$ cat src/rtl/ex_operand_stage_pkg.sv
// Shared definitions for the ID/EX operand stage: ALU opcodes, control bundle, bypass selects.
// The optional bypass network is enabled by defining BYPASS_EN.
package ex_operand_stage_pkg;

    localparam int DATA_W_DEF  = 16;
    localparam int RADDR_W_DEF = 3;
    localparam int OP_W_DEF    = 4;

    localparam logic [3:0] A_AND = 4'h0;
    localparam logic [3:0] A_OR  = 4'h1;
    localparam logic [3:0] A_XOR = 4'h2;
    localparam logic [3:0] A_ADD = 4'h3;
    localparam logic [3:0] A_SUB = 4'h4;
    localparam logic [3:0] A_SLL = 4'h5;
    localparam logic [3:0] A_SRL = 4'h6;
    localparam logic [3:0] A_SRA = 4'h7;

    // Control fields that a bubble clears; every other latched field is plain data.
    typedef struct packed {
        logic valid;
        logic regwrite;
        logic memread;
        logic memwrite;
    } ex_ctrl_t;

    localparam ex_ctrl_t BUBBLE_CTRL = '{valid: 1'b0, regwrite: 1'b0, memread: 1'b0, memwrite: 1'b0};

    typedef enum logic [1:0] {
        FWD_RF    = 2'b00,
        FWD_EXMEM = 2'b01,
        FWD_MEMWB = 2'b10
    } fwd_sel_e;

endpackage

$ cat src/rtl/ex_operand_stage_fwd_unit.sv
// Bypass source selection for one operand: picks EX/MEM, then MEM/WB, else the latched regfile data.
import ex_operand_stage_pkg::*;

module fwd_unit #(
    parameter int RADDR_W = 3
) (
    input  logic               en,
    input  logic [RADDR_W-1:0] rs,
    input  logic [RADDR_W-1:0] exmem_rd,
    input  logic               exmem_regwrite,
    input  logic               exmem_memread,
    input  logic [RADDR_W-1:0] memwb_rd,
    input  logic               memwb_regwrite,
    output logic [1:0]         sel
);

    // A load still in EX/MEM has no data yet, so it is never a bypass source there.
    always_comb begin
        sel = FWD_RF;
        if (!en) begin
            sel = FWD_RF;
        end else if (exmem_regwrite && !exmem_memread && (exmem_rd == rs)) begin
            sel = FWD_EXMEM;
        end else if (memwb_regwrite && (memwb_rd == rs)) begin
            sel = FWD_MEMWB;
        end else begin
            sel = FWD_RF;
        end
    end

endmodule

$ cat src/rtl/ex_operand_stage.sv
// ID/EX pipeline register with operand bypass and hazard stall generation feeding the ALU.
// Define BYPASS_EN for forwarding with load-use-only stalls; otherwise every RAW dependency stalls.
import ex_operand_stage_pkg::*;

module ex_operand_stage #(
    parameter int DATA_W  = DATA_W_DEF,
    parameter int RADDR_W = RADDR_W_DEF,
    parameter int OP_W    = OP_W_DEF
) (
    input  logic               clk,
    input  logic               rst,
    input  logic               id_valid_i,
    input  logic [OP_W-1:0]    id_aluop_i,
    input  logic [RADDR_W-1:0] id_rs1_i,
    input  logic [RADDR_W-1:0] id_rs2_i,
    input  logic [RADDR_W-1:0] id_rd_i,
    input  logic [DATA_W-1:0]  id_rdata1_i,
    input  logic [DATA_W-1:0]  id_rdata2_i,
    input  logic [DATA_W-1:0]  id_imm_i,
    input  logic               id_use_imm_i,
    input  logic               id_regwrite_i,
    input  logic               id_memread_i,
    input  logic               id_memwrite_i,
    input  logic [RADDR_W-1:0] exmem_rd_i,
    input  logic               exmem_regwrite_i,
    input  logic               exmem_memread_i,
    input  logic [DATA_W-1:0]  exmem_result_i,
    input  logic [RADDR_W-1:0] memwb_rd_i,
    input  logic               memwb_regwrite_i,
    input  logic [DATA_W-1:0]  memwb_data_i,
    input  logic               flush_i,
    input  logic               hold_i,
    output logic               stall_o,
    output logic               ex_valid_o,
    output logic [OP_W-1:0]    ex_aluop_o,
    output logic [DATA_W-1:0]  ex_opa_o,
    output logic [DATA_W-1:0]  ex_opb_o,
    output logic [DATA_W-1:0]  ex_stdata_o,
    output logic [RADDR_W-1:0] ex_rd_o,
    output logic               ex_regwrite_o,
    output logic               ex_memread_o,
    output logic               ex_memwrite_o
);

    ex_ctrl_t           ctrl_r;
    ex_ctrl_t           id_ctrl_s;
    logic [OP_W-1:0]    aluop_r;
    logic [RADDR_W-1:0] rs1_r;
    logic [RADDR_W-1:0] rs2_r;
    logic [RADDR_W-1:0] rd_r;
    logic [DATA_W-1:0]  rdata1_r;
    logic [DATA_W-1:0]  rdata2_r;
    logic [DATA_W-1:0]  imm_r;
    logic               use_imm_r;

    logic               rs2_used_s;
    logic               hazard_raw_s;
    logic               hazard_s;
    logic               fwd_en_s;
    logic [1:0]         sel_a_s;
    logic [1:0]         sel_b_s;
    logic [DATA_W-1:0]  opa_s;
    logic [DATA_W-1:0]  rs2_val_s;

    // Decoded controls only count when ID actually holds an instruction.
    always_comb begin
        id_ctrl_s.valid    = id_valid_i;
        id_ctrl_s.regwrite = id_regwrite_i & id_valid_i;
        id_ctrl_s.memread  = id_memread_i  & id_valid_i;
        id_ctrl_s.memwrite = id_memwrite_i & id_valid_i;
    end

    // rs2 is a real source unless the immediate replaces it; stores always read it as data.
    assign rs2_used_s = ~id_use_imm_i | id_memwrite_i;

`ifdef BYPASS_EN
    assign fwd_en_s = ctrl_r.valid;

    // Only a load in EX cannot be bypassed in time.
    always_comb begin
        hazard_raw_s = id_valid_i & ctrl_r.valid & ctrl_r.memread &
                       ((rd_r == id_rs1_i) | ((rd_r == id_rs2_i) & rs2_used_s));
        hazard_s     = hazard_raw_s & ~flush_i;
    end
`else
    logic ex_hit_s;
    logic mem_hit_s;

    assign fwd_en_s = 1'b0;

    // Without bypass, wait until the producer has reached the write-through regfile.
    always_comb begin
        ex_hit_s     = ctrl_r.valid & ctrl_r.regwrite &
                       ((rd_r == id_rs1_i) | ((rd_r == id_rs2_i) & rs2_used_s));
        mem_hit_s    = exmem_regwrite_i &
                       ((exmem_rd_i == id_rs1_i) | ((exmem_rd_i == id_rs2_i) & rs2_used_s));
        hazard_raw_s = id_valid_i & (ex_hit_s | mem_hit_s);
        hazard_s     = hazard_raw_s & ~flush_i;
    end
`endif

    assign stall_o = hazard_s | hold_i;

    // ID/EX register: flush beats hold, hold freezes, a hazard inserts a bubble.
    always_ff @(posedge clk) begin
        if (rst) begin
            ctrl_r    <= BUBBLE_CTRL;
            aluop_r   <= OP_W'(A_AND);
            rs1_r     <= {RADDR_W{1'b0}};
            rs2_r     <= {RADDR_W{1'b0}};
            rd_r      <= {RADDR_W{1'b0}};
            rdata1_r  <= {DATA_W{1'b0}};
            rdata2_r  <= {DATA_W{1'b0}};
            imm_r     <= {DATA_W{1'b0}};
            use_imm_r <= 1'b0;
        end else if (flush_i) begin
            ctrl_r <= BUBBLE_CTRL;
        end else if (hold_i) begin
            ctrl_r <= ctrl_r;
        end else if (hazard_s) begin
            ctrl_r <= BUBBLE_CTRL;
        end else begin
            ctrl_r    <= id_ctrl_s;
            aluop_r   <= id_aluop_i;
            rs1_r     <= id_rs1_i;
            rs2_r     <= id_rs2_i;
            rd_r      <= id_rd_i;
            rdata1_r  <= id_rdata1_i;
            rdata2_r  <= id_rdata2_i;
            imm_r     <= id_imm_i;
            use_imm_r <= id_use_imm_i;
        end
    end

    fwd_unit #(.RADDR_W(RADDR_W)) u_fwd_a (
        .en             (fwd_en_s),
        .rs             (rs1_r),
        .exmem_rd       (exmem_rd_i),
        .exmem_regwrite (exmem_regwrite_i),
        .exmem_memread  (exmem_memread_i),
        .memwb_rd       (memwb_rd_i),
        .memwb_regwrite (memwb_regwrite_i),
        .sel            (sel_a_s)
    );

    fwd_unit #(.RADDR_W(RADDR_W)) u_fwd_b (
        .en             (fwd_en_s),
        .rs             (rs2_r),
        .exmem_rd       (exmem_rd_i),
        .exmem_regwrite (exmem_regwrite_i),
        .exmem_memread  (exmem_memread_i),
        .memwb_rd       (memwb_rd_i),
        .memwb_regwrite (memwb_regwrite_i),
        .sel            (sel_b_s)
    );

    // Operand muxes sit after the register so forwarded values reach the ALU in the same cycle.
    always_comb begin
        opa_s     = rdata1_r;
        rs2_val_s = rdata2_r;
        case (sel_a_s)
            FWD_EXMEM: opa_s = exmem_result_i;
            FWD_MEMWB: opa_s = memwb_data_i;
            default:   opa_s = rdata1_r;
        endcase
        case (sel_b_s)
            FWD_EXMEM: rs2_val_s = exmem_result_i;
            FWD_MEMWB: rs2_val_s = memwb_data_i;
            default:   rs2_val_s = rdata2_r;
        endcase
    end

    assign ex_valid_o    = ctrl_r.valid;
    assign ex_regwrite_o = ctrl_r.regwrite;
    assign ex_memread_o  = ctrl_r.memread;
    assign ex_memwrite_o = ctrl_r.memwrite;
    assign ex_aluop_o    = aluop_r;
    assign ex_rd_o       = rd_r;
    assign ex_opa_o      = opa_s;
    assign ex_stdata_o   = rs2_val_s;
    assign ex_opb_o      = use_imm_r ? imm_r : rs2_val_s;

endmodule

$ cat config.mk
export PLATFORM = sky130hd
export DESIGN_NAME = ex_operand_stage
export DESIGN_NICKNAME = d
export VERILOG_FILES = /design/src/rtl/ex_operand_stage_pkg.sv /design/src/rtl/ex_operand_stage_fwd_unit.sv /design/src/rtl/ex_operand_stage.sv
export SDC_FILE = /design/constraint.sdc
export NUM_CORES = 1
export LEC_CHECK = 0
export ABC_CLOCK_PERIOD_IN_PS = 2700
export CAP_MARGIN = 30
export CORE_UTILIZATION = 25
export CTS_CLUSTER_SIZE = 14
export DETAILED_ROUTE_END_ITERATION = 16
export GPL_TIMING_DRIVEN = 0
export PLACE_DENSITY_LB_ADDON = 0.05
export RECOVER_POWER = 25
export SLEW_MARGIN = 25
export SYNTH_ARGS = -nofsm -noshare
export SYNTH_HDL_FRONTEND = slang
export SYNTH_SLANG_ARGS = --single-unit
export TNS_END_PERCENT = 5
$ cat constraint.sdc
create_clock -name clk -period 2.7 [get_ports clk]
set_clock_uncertainty 0.1 [all_clocks]
set_input_delay 0.54 -clock clk [delete_from_list [all_inputs] [get_ports clk]]
set_output_delay 0.54 -clock clk [all_outputs]
set_load 0.05 [all_outputs]
* Word-level counts from Yosys, hierarchy flattened
Cells that the tools add are included.
** Word-level totals
- Output and inout port bits :: 60
- Bits of input ports :: 111
- Register bits :: 60
- Logic and storage cells :: 37
** Operators by class
- Eq/ne operators :: 4
- Bitwise gates (word level) :: 19
- Multiplexer cells :: 2
- Reductions and logical operators :: 2
** Operator list (number)
- 16-bit two-way mux :: 1
- 3-bit equality test :: 4
- 1-bit AND :: 10
- 1-bit bitwise OR :: 5
- 4-bit two-way mux :: 1
- 1-bit NOT :: 4
- 3-bit AND reduction :: 1
- 2-bit OR reduction :: 1

* Logic depth before layout (Yosys ltp)
- Word-level depth :: 10
- Gate-level depth with buffers :: 8
- Gate-level depth less buffers :: 6

* Cells and area by module
Synthesis repeated with hierarchy kept, for this count alone.
** Unflattened totals
- Cell total of the unflattened synthesis :: 337
- Area, all modules :: 3279.4 µm²
** By module, submodules not included
- ex_operand_stage :: sequential area each 1321.3 µm², cells an instance 315, instances 1, area an instance 3101.7 µm²
- fwd_unit :: sequential area each 0.0 µm², cells an instance 11, instances 2, area an instance 88.8 µm²

* Worst setup path before layout
OpenSTA, ideal clock, no wires.
- Kind :: register -> output
- From :: register rd_r[1] (netlist: ex_rd_o[1])
- To :: output stall_o
- Arrival :: 1978 ps
- Cell stages (with the launch flop) :: 6
- Setup slack :: 82 ps
- Buffers on the path :: 0
- Data required time :: 2060 ps
- Cell sequence :: dfxtp_1 xnor2_1 nand4_1 a21oi_1 o21ai_2 o21bai_1
** On the way
- Word-level cells in the longest chain between the ends :: 8
- Elaborated cells on any way between the ends :: 9
- Those cells by class :: eq/ne: 2; bitwise: 7
** RTL lines
- start, declared :: line ex_operand_stage.sv:50 : logic [RADDR_W-1:0] rd_r;
- start signal, assigned :: line ex_operand_stage.sv:111 : rd_r <= {RADDR_W{1'b0}};
- start signal, assigned :: line ex_operand_stage.sv:127 : rd_r <= id_rd_i;
- 3-bit equality test :: line ex_operand_stage.sv:94 : ((rd_r == id_rs1_i) | ((rd_r == id_rs2_i) & rs2_used_s));
- 1-bit AND :: line ex_operand_stage.sv:94
- 1-bit bitwise OR * :: line ex_operand_stage.sv:94
- 1-bit AND * :: line ex_operand_stage.sv:93 : ex_hit_s = ctrl_r.valid & ctrl_r.regwrite &
- 1-bit bitwise OR * :: line ex_operand_stage.sv:97 : hazard_raw_s = id_valid_i & (ex_hit_s | mem_hit_s);
- 1-bit AND * :: line ex_operand_stage.sv:97
- 1-bit AND * :: line ex_operand_stage.sv:98 : hazard_s = hazard_raw_s & ~flush_i;
- 1-bit bitwise OR * :: line ex_operand_stage.sv:102 : assign stall_o = hazard_s | hold_i;
- end, declared :: line ex_operand_stage.sv:33 : output logic stall_o,
Every way passes the cells marked *; elsewhere a longest branch is shown, timed or not.

* Worst setup path after layout
- From :: input exmem_rd_i[2]
- To :: output stall_o
** On the way
- Word-level cells in the longest chain between the ends :: 8
- Elaborated cells on any way between the ends :: 9
- Those cells by class :: eq/ne: 2; bitwise: 7
** RTL lines
- start, declared :: line ex_operand_stage.sv:24 : input logic [RADDR_W-1:0] exmem_rd_i,
- 3-bit equality test :: line ex_operand_stage.sv:96 : ((exmem_rd_i == id_rs1_i) | ((exmem_rd_i == id_rs2_i) & rs2_used_s));
- 1-bit AND :: line ex_operand_stage.sv:96
- 1-bit bitwise OR * :: line ex_operand_stage.sv:96
- 1-bit AND * :: line ex_operand_stage.sv:95 : mem_hit_s = exmem_regwrite_i &
- 1-bit bitwise OR * :: line ex_operand_stage.sv:97
- 1-bit AND * :: line ex_operand_stage.sv:97
- 1-bit AND * :: line ex_operand_stage.sv:98
- 1-bit bitwise OR * :: line ex_operand_stage.sv:102
Marks and branches as above.

==> summary.txt <==
Floorplanning
  – Die height: approximately 97 um
  – Site Rows: 34
  – Die ar.: around 0.0093 mm2
  – Die X: 96.7 um
  – Starting Density: approximately a quarter
  – Core footprint: 0.00868 mm2
  – IO Pins: 171

Setup path
  – R2r setup slk: 0.51 ns
  – R2r startpoint: ex_rd_o[2]
  – Worst path arrival time: 1.98 ns
  – Slowest stage delay, CP: a little over 0.5 ns
  – Critical-path cell list: clkdlybuf4s50_1 -> xnor2_1 -> nand3_1 -> a21boi_2 -> o21ai_2 -> o21bai_1 -> buf_4
  – Crit-path max FO: 3
  – Critical-path top delay cell: clkdlybuf4s50_1
  – Critical path type: in -> out
  – CP delay by family, top: buffers and inverters
  – Critical path depth: 7
  – Reg2Reg Depth: 8
  – Startpoint Class: input port
  – Req. time, crit path: 2.06 ns
  – Reg2reg end: imm_r[6]
  – CP Buf/Inv Count: 2
  – Worst Setup End Kind: output port

Synthesis
  – Post-synthesis mux area share: 8.04%
  – Avg Synthesized Cell Area: ~12 um2
  – Synth top area share: 53.6%
  – Compound-Gate Fraction of Synth Area: 24.7%
  – Sequential area share after synthesis: between 50% and 60%
  – #FFs+latches synth: 60
  – YS warnings: 0
  – Synth area leaders: dfxtp_1, a22o_1, mux2_2
  – Largest family of logic cells by synthesized area: compound AO/OA/AOI/OAI gates
  – Post-Synth Adder-Cell Area: 0%
  – Area leader, netlist: dfxtp_1
  – Synthesized area: about 0.0022 mm2
  – Syn Inst Count: around 180
  – Post-Syn Nets: roughly 300
  – Post-synthesis simple-gate area fraction: 3.96%
  – Synth Area in XOR/XNOR: between 4 and 5%
  – Synth cell types: 24

Drt
  – Vias per inst: 4.52
  – Antenna viol nets, final: 0
  – DR WL/cell: 14.5 um
  – Residual DRC: 0
  – Top Layer Used: met4
  – Final wirelength: 6370 um
  – DR iter-0 viols: between 40 and 50
  – First drt pass iteration count: 5
  – Met2 routed wirelength: 2800 um
  – Vias: ~2000
  – WL met3: 473 um
  – M1 WL: 2980 um

Min path
  – Hold/Removal Path Class: reg -> reg
  – HP Start: ex_memwrite_o
  – Hold depth: 2
  – Hold endpoint: ex_memwrite_o

Power
  – Leak Pwr: 1.55 nW
  – P per Cell Area: 560 mW/mm2
  – Worst VDD drop: 0.000264 V

Placed design
  – DP Cell Count: 424
  – Gpl congestion: approximately 0.73
  – Port Buf Inserts: 132
  – DPL Wire Length: 4600 um
  – DP Area: 0.00370 mm2

CTS
  – Num CTS Buffers: 9
  – CTS root buffer: clkbuf_8
  – CTS tree: done
  – Clock Path Buffers: 2
  – CTS hold repair buffers: 0
  – Setup Buffers After CTS: 0
  – Clock sink count: 60
  – Clock transition at path regs: roughly 0.070 ns
  – H-tree depth: 3
  – Clock Latency Late Sink: 0.32 ns

STA
  – Rel. slew slack: 52.5%
  – Crit path time final: 2.62 ns
  – Least-Margin Pin Slew: 0.713 ns
  – Crit share post-route: a little over nine tenths
  – Hold_ws: 0.373 ns
  – Peak Freq: 382 MHz
  – Slew Limit Fails: 0
  – Final-report hold violation count: 0
  – Setup Viol. Count Final: 0

Global routing
  – Initial antenna violation count: 0
  – Grt ovf: 0
  – Vias in the first global route: 2001
  – First-pass GRT wire length: ~10000 um
  – Largest net degree at the start of global routing: 11
  – Total GRT Usage: around 14%

Outcome
  – Result of the run: completed

Finish
  – Final nets: 437
  – Design area: 0.00386 mm2
  – Layout Cells excl Fill: 438
  – Most common cell after layout, fill and taps aside: clkdlybuf4s50_1
  – Layout Area Growth over Synthesis: 72.4%
  – Most frequent cells in the layout: clkdlybuf4s50_1, dfxtp_1, a22o_1
  – Core Util, Final: approximately 45%
  – Share of cells above drive strength 1: between 10% and 20%
  – Antenna cells: 0

Run
  – Max_cap viols: 0
-- cell type report --
type / count / area [um2]
fillers: 858 / 4820
clock buffers: 13 / 159
well taps: 108 / 135
plain buffers: 14 / 105
flip-flops and latches: 60 / 1200
repair buffers: 132 / 1320
clock inverters: 2 / 10.0
multi-input cells: 109 / 931
-- worst max-delay path by stage --
stage               to     startpoint  slack, ns
3_3_place_gp   stall_o    id_rs2_i[1]      -0.59
4_1_cts        stall_o    id_rs2_i[1]      0.002
5_1_grt        stall_o    id_rs2_i[2]     -0.008
6_report       stall_o  exmem_rd_i[2]       0.08
3_5_place_dp   stall_o    id_rs2_i[1]      -0.59
2_1_floorplan  stall_o     ex_rd_o[1]       0.08
-- worst min-delay path: stages (launching register included) --
cell and delay (ns):
dfxtp_1 0.32, nand2_1 0.05, a21oi_1 0.06
-- per-layer routing --
| metal | vias up | global-route usage (%) |
|---|---|---|
| met5 | - | 0 |
| met4 | 0 | 5.51 |
| met3 | 11 | 5.20 |
| met2 | 83 | 20.4 |
| met1 | 906 | 18.1 |
| li1 | 979 | - |
-- cell usage after synthesis (all sizes together) --
| library cell | number |
|---|---|
| dfxtp | 60 |
| a22o | 56 |
| mux2 | 16 |
| buf | 13 |
| xnor2 | 12 |
| nor2 | 5 |
| a21oi | 3 |
| a32oi | 2 |
| clkbuf | 2 |
| nand2 | 2 |
| nand3 | 2 |
| nand4 | 2 |
| a21boi | 1 |
| a22oi | 1 |
| nand2b | 1 |
| nand4b | 1 |
| nor2b | 1 |
| nor3b | 1 |
| o21ai | 1 |
| o21bai | 1 |
| or2 | 1 |
-- registers in the layout, indices dropped and copies added, names as in the netlist, 3 cells and up --
| name | flops |
|---|---|
| ex_rd_o | 3 |
| rdata1_r | 16 |
| imm_r | 16 |
| rdata2_r | 16 |
| ex_aluop_o | 4 |
-- report_power, final --
| group | switching (mW) | internal (mW) | leakage [nW] |
|---|---|---|---|
| Combinational | 0.262 | 0.231 | 0.973 |
| Clock | 0.334 | 0.376 | 0.0893 |
| Sequential | 0.0299 | 0.930 | 0.491 |
-- timing repair --
| action | 4_1_cts | 5_1_grt |
|---|---|---|
| pin swaps | 0 | 5 |
| gates resized for setup | 17 | 7 |
| setup endpoints to repair | 17 | 1 |
| gates cloned | 0 | 0 |
-- stage by stage --
stage                      TNS, ns  setup slack (ns)  power (mW)
after floorplan                  0            0.0823        1.25
after global placement       -3.14            -0.593        1.48
after detailed placement     -3.20            -0.591        1.48
after CTS                        0           0.00244        2.20
after global routing      -0.00820          -0.00820        2.26
final                            0            0.0800        2.16
-- logic make-up after synthesis --
family          Yosys count
compound gates           65
flops                    60
mux                      16
simple gates             16
buf+inv                  15
xor+xnor                 12
Note: power is estimated with default switching activity, not from simulation.
